--- config.mk ---
export PLATFORM = sky130hd
export DESIGN_NAME = hist_axi_reader
export DESIGN_NICKNAME = d
export VERILOG_FILES = /design/src/rtl/hist_pkg.sv /design/src/rtl/hist_cdf_acc.sv /design/src/rtl/hist_axi_reader.sv
export SDC_FILE = /design/constraint.sdc
export NUM_CORES = 1
export LEC_CHECK = 0
export CORE_UTILIZATION = 41
export DETAILED_ROUTE_END_ITERATION = 12
export GPL_TIMING_DRIVEN = 0
export PLACE_DENSITY = 0.9
export SYNTH_ARGS = -nofsm -noshare
export SYNTH_HDL_FRONTEND = slang
export SYNTH_SLANG_ARGS = --single-unit
export TNS_END_PERCENT = 1
--- constraint.sdc ---
create_clock -name clk -period 2.1 [get_ports clk]
set_clock_uncertainty 0.2 [all_clocks]
set_input_delay 0.315 -clock clk [delete_from_list [all_inputs] [get_ports clk]]
set_output_delay 0.315 -clock clk [all_outputs]
set_load 0.02 [all_outputs]
--- src/rtl/hist_pkg.sv ---
// Shared types and constants for the histogram AXI4-Lite reader.
// The CDF build is selected by defining HIST_AXI_READER_CDF_EN.
package hist_pkg;

    typedef enum logic [1:0] {
        IDLE,
        AR,
        R,
        DONE
    } state_t;

    localparam logic [1:0] AXI_RESP_OKAY = 2'b00;
    localparam int NUM_BINS_DEF = 256;

endpackage

--- src/rtl/hist_cdf_acc.sv ---
// Saturating 32-bit running-sum accumulator for the CDF build.
// Instantiated only when HIST_AXI_READER_CDF_EN is defined.
module hist_cdf_acc (
    input  logic        clk,
    input  logic        rst_n,
    input  logic        clr,
    input  logic        add_en,
    input  logic [31:0] din,
    output logic [31:0] sum
);

    logic [32:0] sum_wide;

    assign sum_wide = {1'b0, sum} + {1'b0, din};

    // Accumulate, clamping at all-ones on carry out.
    always_ff @(posedge clk or negedge rst_n) begin
        if (!rst_n) begin
            sum <= '0;
        end else if (clr) begin
            sum <= '0;
        end else if (add_en) begin
            sum <= sum_wide[32] ? 32'hFFFF_FFFF : sum_wide[31:0];
        end
    end

endmodule

--- src/rtl/hist_axi_reader.sv ---
// Reads NUM_BINS histogram bins over AXI4-Lite, one read in flight.
// Define HIST_AXI_READER_CDF_EN to stream the saturating running sum.
module hist_axi_reader
    import hist_pkg::*;
#(
    parameter logic [31:0] BASE_ADDR = 32'h0000_0000,
    parameter int          NUM_BINS  = NUM_BINS_DEF,
    localparam int         IDX_W     = $clog2(NUM_BINS)
) (
    input  logic             clk,
    input  logic             rst_n,
    input  logic             start,
    output logic             busy,
    output logic             done,
    output logic             err,
    output logic [31:0]      m_axi_araddr,
    output logic             m_axi_arvalid,
    input  logic             m_axi_arready,
    input  logic [31:0]      m_axi_rdata,
    input  logic [1:0]       m_axi_rresp,
    input  logic             m_axi_rvalid,
    output logic             m_axi_rready,
    output logic [IDX_W-1:0] bin_idx,
    output logic [31:0]      bin_data,
    output logic             bin_valid
);

    state_t           state;
    logic [IDX_W-1:0] idx;
    logic [IDX_W-1:0] idx_nxt;
    logic             ar_hs;
    logic             r_hs;
    logic             r_ok;
    logic             last;
    logic             acc_clr;
    logic             acc_add;

    assign idx_nxt = idx + IDX_W'(1);
    assign ar_hs   = m_axi_arvalid && m_axi_arready;
    assign r_hs    = m_axi_rready && m_axi_rvalid;
    assign r_ok    = (m_axi_rresp == AXI_RESP_OKAY);
    assign last    = (idx == IDX_W'(NUM_BINS - 1));
    assign busy    = (state != IDLE);
    assign acc_clr = (state == IDLE) && start;
    assign acc_add = (state == R) && r_hs && r_ok;

    // Control FSM: sequences one AR/R pair per bin, all outputs registered.
    always_ff @(posedge clk or negedge rst_n) begin
        if (!rst_n) begin
            state         <= IDLE;
            idx           <= '0;
            err           <= 1'b0;
            done          <= 1'b0;
            m_axi_araddr  <= '0;
            m_axi_arvalid <= 1'b0;
            m_axi_rready  <= 1'b0;
            bin_idx       <= '0;
            bin_valid     <= 1'b0;
        end else begin
            done      <= 1'b0;
            bin_valid <= 1'b0;
            unique case (state)
                IDLE: begin
                    if (start) begin
                        idx           <= '0;
                        err           <= 1'b0;
                        m_axi_araddr  <= BASE_ADDR;
                        m_axi_arvalid <= 1'b1;
                        state         <= AR;
                    end
                end
                AR: begin
                    if (ar_hs) begin
                        m_axi_arvalid <= 1'b0;
                        m_axi_rready  <= 1'b1;
                        state         <= R;
                    end
                end
                R: begin
                    if (r_hs) begin
                        m_axi_rready <= 1'b0;
                        if (r_ok) begin
                            bin_idx   <= idx;
                            bin_valid <= 1'b1;
                            if (last) begin
                                done  <= 1'b1;
                                state <= DONE;
                            end else begin
                                idx           <= idx_nxt;
                                m_axi_araddr  <= BASE_ADDR + 32'({idx_nxt, 2'b00});
                                m_axi_arvalid <= 1'b1;
                                state         <= AR;
                            end
                        end else begin
                            err   <= 1'b1;
                            done  <= 1'b1;
                            state <= DONE;
                        end
                    end
                end
                DONE: begin
                    state <= IDLE;
                end
                default: begin
                    state <= IDLE;
                end
            endcase
        end
    end

`ifdef HIST_AXI_READER_CDF_EN
    hist_cdf_acc u_acc (
        .clk    (clk),
        .rst_n  (rst_n),
        .clr    (acc_clr),
        .add_en (acc_add),
        .din    (m_axi_rdata),
        .sum    (bin_data)
    );
`else
    logic unused_clr;
    assign unused_clr = acc_clr;

    // Raw build: capture each OKAY beat's data alongside bin_valid.
    always_ff @(posedge clk or negedge rst_n) begin
        if (!rst_n) begin
            bin_data <= '0;
        end else if (acc_add) begin
            bin_data <= m_axi_rdata;
        end
    end
`endif

endmodule

==> results of run 1 <==
-- cells by family after synthesis --
kind of cell / count (synthesis) / share of synthesized area, %
AO/OA/AOI/OAI: 24 / 6.272
adder cells (fa/ha/maj): 1 / 0.4937
buffers and inverters: 38 / 10.67
flip-flops: 55 / 54.32
multiplexers: 1 / 0.4444
other: 1 / 0.1480
AND/OR/NAND/NOR: 164 / 27.65
-- cells in the final DEF, fill, tap and decap left out, types with 2 or more instances in the layout --
cell             netlist  final
a21oi_1                4      4
dfrtp_1               55     55
buf_6                  2      2
nand4_1                3      3
a31oi_1                2      2
a22o_1                 2      2
clkbuf_8               0      5
o211ai_1               2      2
nor2_1                 6      6
o21ai_1                1      2
inv_1                  2      2
nor2b_1                3      3
clkinvlp_4             0      2
o21ai_0                7      6
nand2_1              131    131
buf_4                 27     27
clkdlybuf4s50_1        0     90
buf_2                  5      6
or3_1                  3      3
nand2b_1               2      2
conb_1                 1     24
and3_1                 3      3
nand3_1                6      6
-- final cells by class --
type	instances	area share [%]
buffer	35	6.795
timing repair buffer	94	25.35
multi-input combinational	214	25.92
sequential	55	36.64
clock inverter	3	0.5330
inverter	3	0.4330
clock buffer	5	1.832
tap	75	2.498
-- state kept, by name, indices dropped and copies added (netlist names) --
signal         flops
done               1
m_axi_arvalid      1
err                1
bin_data          32
m_axi_araddr       8
bin_valid          1
bin_idx            8
m_axi_rready       1
state              2
-- worst min-delay path, delay by kind of cell (launching register included) --
family	cells	cell delay, ns
flip-flops	1	0.35
AND/OR/NAND/NOR	2	0.10
-- cells in the mapped netlist (all sizes together) (2+ instances only) --
library cell | n | share of area, %
a21oi | 4 | 0.79
a22o | 2 | 0.69
a31oi | 2 | 0.49
and3 | 3 | 0.74
buf | 34 | 9.9
dfrtp | 55 | 54
inv | 2 | 0.30
nand2 | 131 | 19
nand2b | 2 | 0.49
nand3 | 6 | 1.2
nand4 | 3 | 0.74
nor2 | 6 | 0.89
nor2b | 3 | 0.74
o211ai | 3 | 1.1
o21ai | 8 | 1.6
or3 | 3 | 0.74
-- how the worst max path moves through the flow --
stage                                              to  slack, ns  cells past startpoint
after global placement        bin_data[5]$_DFFE_PN0P_      -1.11                      1
final                                            busy       0.07                      3
after detailed placement      bin_data[1]$_DFFE_PN0P_      -0.16                      7
after CTS                                        busy       0.02                      3
after global routing                             busy      0.008                      3
after floorplan           m_axi_araddr[2]$_DFFE_PN0P_       0.28                      5
-- layer usage --
metal	wire length (um)	share of wire, %
met1	2535	43
met5	0	0
met4	75	1.3
met2	2839	48
met3	459	7.8
-- where the power goes --
part | leakage [nW] | switching, mW | internal, mW
sequential | 0.757 | 0.126 | 1.26
combinational | 1.12 | 0.645 | 0.581
clock | 0.0402 | 0.341 | 0.233
total | 1.92 | 1.11 | 2.08
-- timing repair --
item	in CTS	in global routing
resized for setup	1	3
endpoints found under the hold margin	31	0
gates cloned	0	0
endpoints found under the setup margin	1	4
hold buffers	1	0
-- stage by stage --
step | setup TNS, ns | instances
6_report | 0 | 484
5_1_grt | 0 | 484
4_1_cts | 0 | 484
3_5_place_dp | -4.320 | 475
3_3_place_gp | -65.40 | 474
2_1_floorplan | 0 | 307
==> summary.txt, run 1 <==
Run status
  • Outcome: finished, final reports clean

Global route
  • GRT Total Usage: approximately 18%
  • Gr busiest metal: met2
  • Largest net degree at the start of global routing: 33
  • Met2 Use GR: 31.61%
  • Met3 Use GR: between 4 and 5%
  • First-pass GRT wire length: 9204 um
  • Initial antenna violation count: 0
  • GR Util met1: a little under a quarter
  • Vias in the first global route: 2016
  • Grt ovf: 0

CTS
  • Longest Clk Path Bufs: 2
  • Worst-Skew Late Latency: 0.30 ns
  • Post-CTS Setup Bufs: 0
  • CTS tree: yes
  • H-tree Lvls: 2
  • CTS sink count: 55
  • Clock root buffer: clkbuf_8
  • Clk slew on worst S/H paths: roughly 0.10 ns
  • CTS buffer count: 5

Layout
  • Area of the multi-input gates: between 900 and 1000 sq um
  • Final instance area: approximately 3800 sq um
  • Total Nets Final: approximately 450
  • Finished Core Util: 63.07%
  • N_diodes: 0
  • Filler cells: 526
  • Reg area: approximately 1400 sq um
  • Share of cells above drive strength 1: around an eighth
  • Layout Area Growth over Synthesis: 48.25%

Routing
  • Final wirelength: 5910 um
  • DR vias/cell: 4.599
  • Drt first pass iters: 4
  • Post-detailed-route count of antenna-violating nets: 0
  • Post-DR wirelength/cell: 12.21 um
  • DRC: 0
  • DRT iter0 DRCs: 77
  • Via count: ~2200

Hold path
  • Sink of the worst hold path: bin_data[18]$_DFFE_PN0P_
  • HP Class: reg2reg
  • Worst Min Path Start: bin_data[18]$_DFFE_PN0P_
  • Cell count of the worst hold path: 2

Synthesis
  • Ys flop type: dfrtp_1
  • Distinct cell type count after synthesis: 37
  • Seq/Total Area, Yosys: between 50% and 60%
  • Post-synth EDFFs: 0
  • Yosys warnings: 0
  • Post-synthesis cell area: 2534 sq um
  • Register bit total from synthesis: 55
  • Synthesized area per cell: 8.921 sq um
  • Post-Syn Instances: roughly 280
  • Async S/R FF share, synth: 100.0%

Worst setup path
  • CP peak stage delay: 0.41 ns
  • Critical path type: reg2out
  • CP Data Required Time: 1.58 ns
  • Setup crit start kind: flip-flop
  • R2r startpoint: m_axi_araddr[2]$_DFFE_PN0P_
  • CP Cell Sequence: clkbuf_2 > or2_2 > dlygate4sd2_1
  • Crit-path max FO: 10
  • Flop2flop setup slack: 0.19 ns
  • R2r worst-path depth: 5
  • Crit-path leading delay family: buffers and inverters
  • Buf/Inv on CP: 2
  • Reg2reg end: m_axi_araddr[2]$_DFFE_PN0P_
  • Worst path arrival time: 1.52 ns
  • CP endpoint kind: output port
  • Worst setup path start: state[0]$_DFFE_PN0P_
  • Slowest cell on the critical path: dfrtp_1

Timing
  • Fmax: about 0.49 GHz
  • Final WS setup: between 0.06 and 0.07 ns
  • Final hold slack: 0.2786 ns
  • Fin. Hold Viols: 0
  • Worst-margin pin slew: 0.7633 ns
  • RSZ-0062 raised after global routing: no
  • Number of max-slew violations in the final report: 0
  • Post-route minimum period: around 2.0 ns
  • Slew margin rel.: about half
  • Final setup viols: 0
  • Fin crit share: ~97%

Die
  • Initial core utilization: 42.54%
  • I/O pin count: between 100 and 150
  • Height of the die: 80.61 um
  • Die X: between 80 and 90 um
  • Die area: between 6000 and 7000 sq um
  • Core area: roughly 6000 sq um
  • # rows: 28

Power and ir drop
  • Peak VDD IR: 0.4664 mV
  • Pleak: 1.921 nW
  • Power, Total: between 3 and 4 mW
  • Pwr Density: ~850 nW/um^2

Placement
  • Post-DP HPWL: about 4500 um
  • DP Area: about 3700 sq um
  • I/O Buffers: a little over 90
  • Setup WS pre-CTS: -0.1559 ns
  • GP Congestion: between 0.8 and 0.9

Run
  • Max cap viols: 0
Power figures use the tool's default switching activity.
==> inputs of run 2 (changes only) <==
--- a/config.mk
+++ b/config.mk
@@ -8,6 +8,7 @@
 export CORE_UTILIZATION = 41
 export DETAILED_ROUTE_END_ITERATION = 12
 export GPL_TIMING_DRIVEN = 0
+export HOLD_SLACK_MARGIN = 0.06
 export PLACE_DENSITY = 0.9
 export SYNTH_ARGS = -nofsm -noshare
 export SYNTH_HDL_FRONTEND = slang
==> results of run 2 <==
The final DEF is identical to that of run 1; final timing and power are the same.
==> inputs of run 3 (changes only) <==
--- a/config.mk
+++ b/config.mk
@@ -10,6 +10,7 @@
 export GPL_TIMING_DRIVEN = 0
 export HOLD_SLACK_MARGIN = 0.06
 export PLACE_DENSITY = 0.9
+export SKIP_LAST_GASP = 1
 export SYNTH_ARGS = -nofsm -noshare
 export SYNTH_HDL_FRONTEND = slang
 export SYNTH_SLANG_ARGS = --single-unit
==> run 3 against run 2 <==
Effect of this change:
- critical path depth is the same
- sequential power is essentially flat
- cell area is essentially flat
- non-clock buffer count is the same
- die area is the same
- critical endpoint unchanged
- flip-flop and latch count is the same
- utilization is essentially flat
- setup slack lost 0.043 ns
- largest cell class unchanged
- power is essentially flat
==> summary.txt, run 3 (synthesized netlist as in run 1, its figures left out) <==
Run status
  • Outcome: finished, final reports clean

CTS
  • H-tree Lvls: 2
  • CTS tree: yes
  • Clock root buffer: clkbuf_8
  • Post-CTS Setup Bufs: 0
  • Longest Clk Path Bufs: 2
  • CTS sink count: between 50 and 60
  • CTS buffer count: 5
  • Worst-Skew Late Latency: roughly 0.3 ns
  • Clk slew on worst S/H paths: 0.10 ns

Worst setup path
  • Buf/Inv on CP: 2
  • Setup crit start kind: flip-flop
  • Critical path type: reg2out
  • Slowest cell on the critical path: dfrtp_1
  • CP Data Required Time: approximately 1.6 ns
  • Crit-path max FO: 10
  • CP endpoint kind: output port
  • Crit-path leading delay family: buffers and inverters
  • CP Cell Sequence: clkbuf_1 > or2_2 > dlygate4sd2_1
  • CP peak stage delay: ~0.4 ns
  • Worst path arrival time: around 1.6 ns

Layout
  • Finished Core Util: 63.05%
  • Commonest non-fill, non-tap cell in the layout: nand2_1
  • Share of cells above drive strength 1: roughly an eighth
  • Most frequent cells in the layout: nand2_1, clkdlybuf4s50_1, dfrtp_1, buf_4, conb_1
  • Filler cells: roughly 530
  • Largest reg by FF count: bin_data
  • Max FFs per register: 32
  • Top Registers: bin_data x32, bin_idx x8, m_axi_araddr x8
  • N_diodes: 0
  • Total Nets Final: ~450
  • Layout Area Growth over Synthesis: 48.20%

Die
  • I/O pin count: 117
  • # rows: 28
  • Initial core utilization: 42.54%
  • Height of the die: 80.61 um
  • Die area: around 6500 sq um
  • Core area: between 5000 and 6000 sq um
  • Die X: 80.61 um

Timing
  • RSZ-0062 raised after global routing: yes
  • Fin crit share: slightly below 100%
  • Slew margin rel.: between 40 and 50%
  • Post-route minimum period: about 2.1 ns
  • Number of max-slew violations in the final report: 0
  • Fmax: about 0.48 GHz
  • Fin. Hold Viols: 0
  • Worst-margin pin slew: between 0.7 and 0.8 ns
  • Final hold slack: approximately 0.28 ns
  • Final setup viols: 0

Routing
  • DRC: 0
  • WL met1: 2536 um
  • Via count: roughly 2200
  • DR WL met3: roughly 460 um
  • Final wirelength: 5904 um
  • Drt first pass iters: 4
  • DR vias/cell: between 4 and 5
  • Post-DR wirelength/cell: 12.20 um
  • Metal2 WL: ~2800 um
  • DRT iter0 DRCs: 75
  • Top Layer Used: met4
  • Post-detailed-route count of antenna-violating nets: 0

Run
  • Max cap viols: 0

Power and ir drop
  • Peak VDD IR: around 0.46 mV
  • Pwr Density: 849.5 nW/um^2
  • Pleak: 1.918 nW

Placement
  • I/O Buffers: 92
  • GP Congestion: roughly 0.86
  • Post-DP HPWL: 4450 um

Hold path
  • HP Class: reg2reg

Global route
  • Grt ovf: 0
  • First-pass GRT wire length: about 9000 um
  • Initial antenna violation count: 0
  • Vias in the first global route: between 2000 and 2500
  • GRT Total Usage: 18.44%
  • Largest net degree at the start of global routing: 33
==> run 3: repair_timing <==
| action | 4_1_cts | 5_1_grt |
|---|---|---|
| hold endpoints to repair | 31 | 0 |
| endpoints found under the setup margin | 1 | 4 |
| hold buffers | 1 | 0 |
| gates resized for setup | 1 | 1 |
| gates cloned | 0 | 0 |
==> run 3: path summary, 6_finish.rpt <==
kind / startpoint / slack [ns] / cells after the start / to
setup / recovery: state[0]$_DFFE_PN0P_ / 0.02 / 3 / busy
hold / removal: bin_data[18]$_DFFE_PN0P_ / 0.28 / 2 / bin_data[18]$_DFFE_PN0P_
setup reg to reg: m_axi_araddr[2]$_DFFE_PN0P_ / 0.19 / 5 / m_axi_araddr[2]$_DFFE_PN0P_
hold reg to reg: bin_data[18]$_DFFE_PN0P_ / 0.28 / 2 / bin_data[18]$_DFFE_PN0P_
max in group asynchronous: rst_n / 0.71 / 3 / bin_data[8]$_DFFE_PN0P_
min in group asynchronous: rst_n / 0.41 / 2 / bin_data[28]$_DFFE_PN0P_
==> run 3: area by class of cell <==
type	count	area [sq um]	area share (%)
Sequential cell	55	1376	36.65
Multi-Input combinational cell	214	973.4	25.92
Timing Repair Buffer	94	952.2	25.36
Buffer	35	254.0	6.764
Tap cell	75	93.84	2.499
Clock buffer	5	68.82	1.833
Clock inverter	3	20.02	0.5332
Inverter	3	16.27	0.4332
==> run 3: per-stage QoR <==
stage / setup WS [ns] / power [mW] / instances / setup TNS (ns) / area [sq um]
floorplan: 0.2847 / 2.042 / 307 / 0 / 2620
global placement: -1.113 / 2.598 / 474 / -65.40 / 3635
detailed placement: -0.1559 / 2.648 / 475 / -4.320 / 3657
CTS: 0.02342 / 3.217 / 484 / 0 / 3755
global route: -0.04701 / 3.386 / 484 / -0.04701 / 3755
finish: 0.02265 / 3.190 / 484 / 0 / 3755
==> run 3: per-layer routing <==
layer | GRT usage [%] | up-vias
met5 | 0 | -
met4 | 6.071 | 0
met3 | 4.318 | 8
met2 | 31.61 | 84
met1 | 22.65 | 1019
li1 | - | 1114
==> run 3: worst min-delay path, stage by stage (launching register included) <==
cell	delay, ns
dfrtp_1	0.35
nand2_1	0.05
nand2_1	0.05
==> run 3: power breakdown <==
part	switching, mW	total (mW)	internal, mW
registers	0.126	1.39	1.26
logic	0.645	1.22	0.579
clock network	0.342	0.575	0.233
total	1.11	3.19	2.08
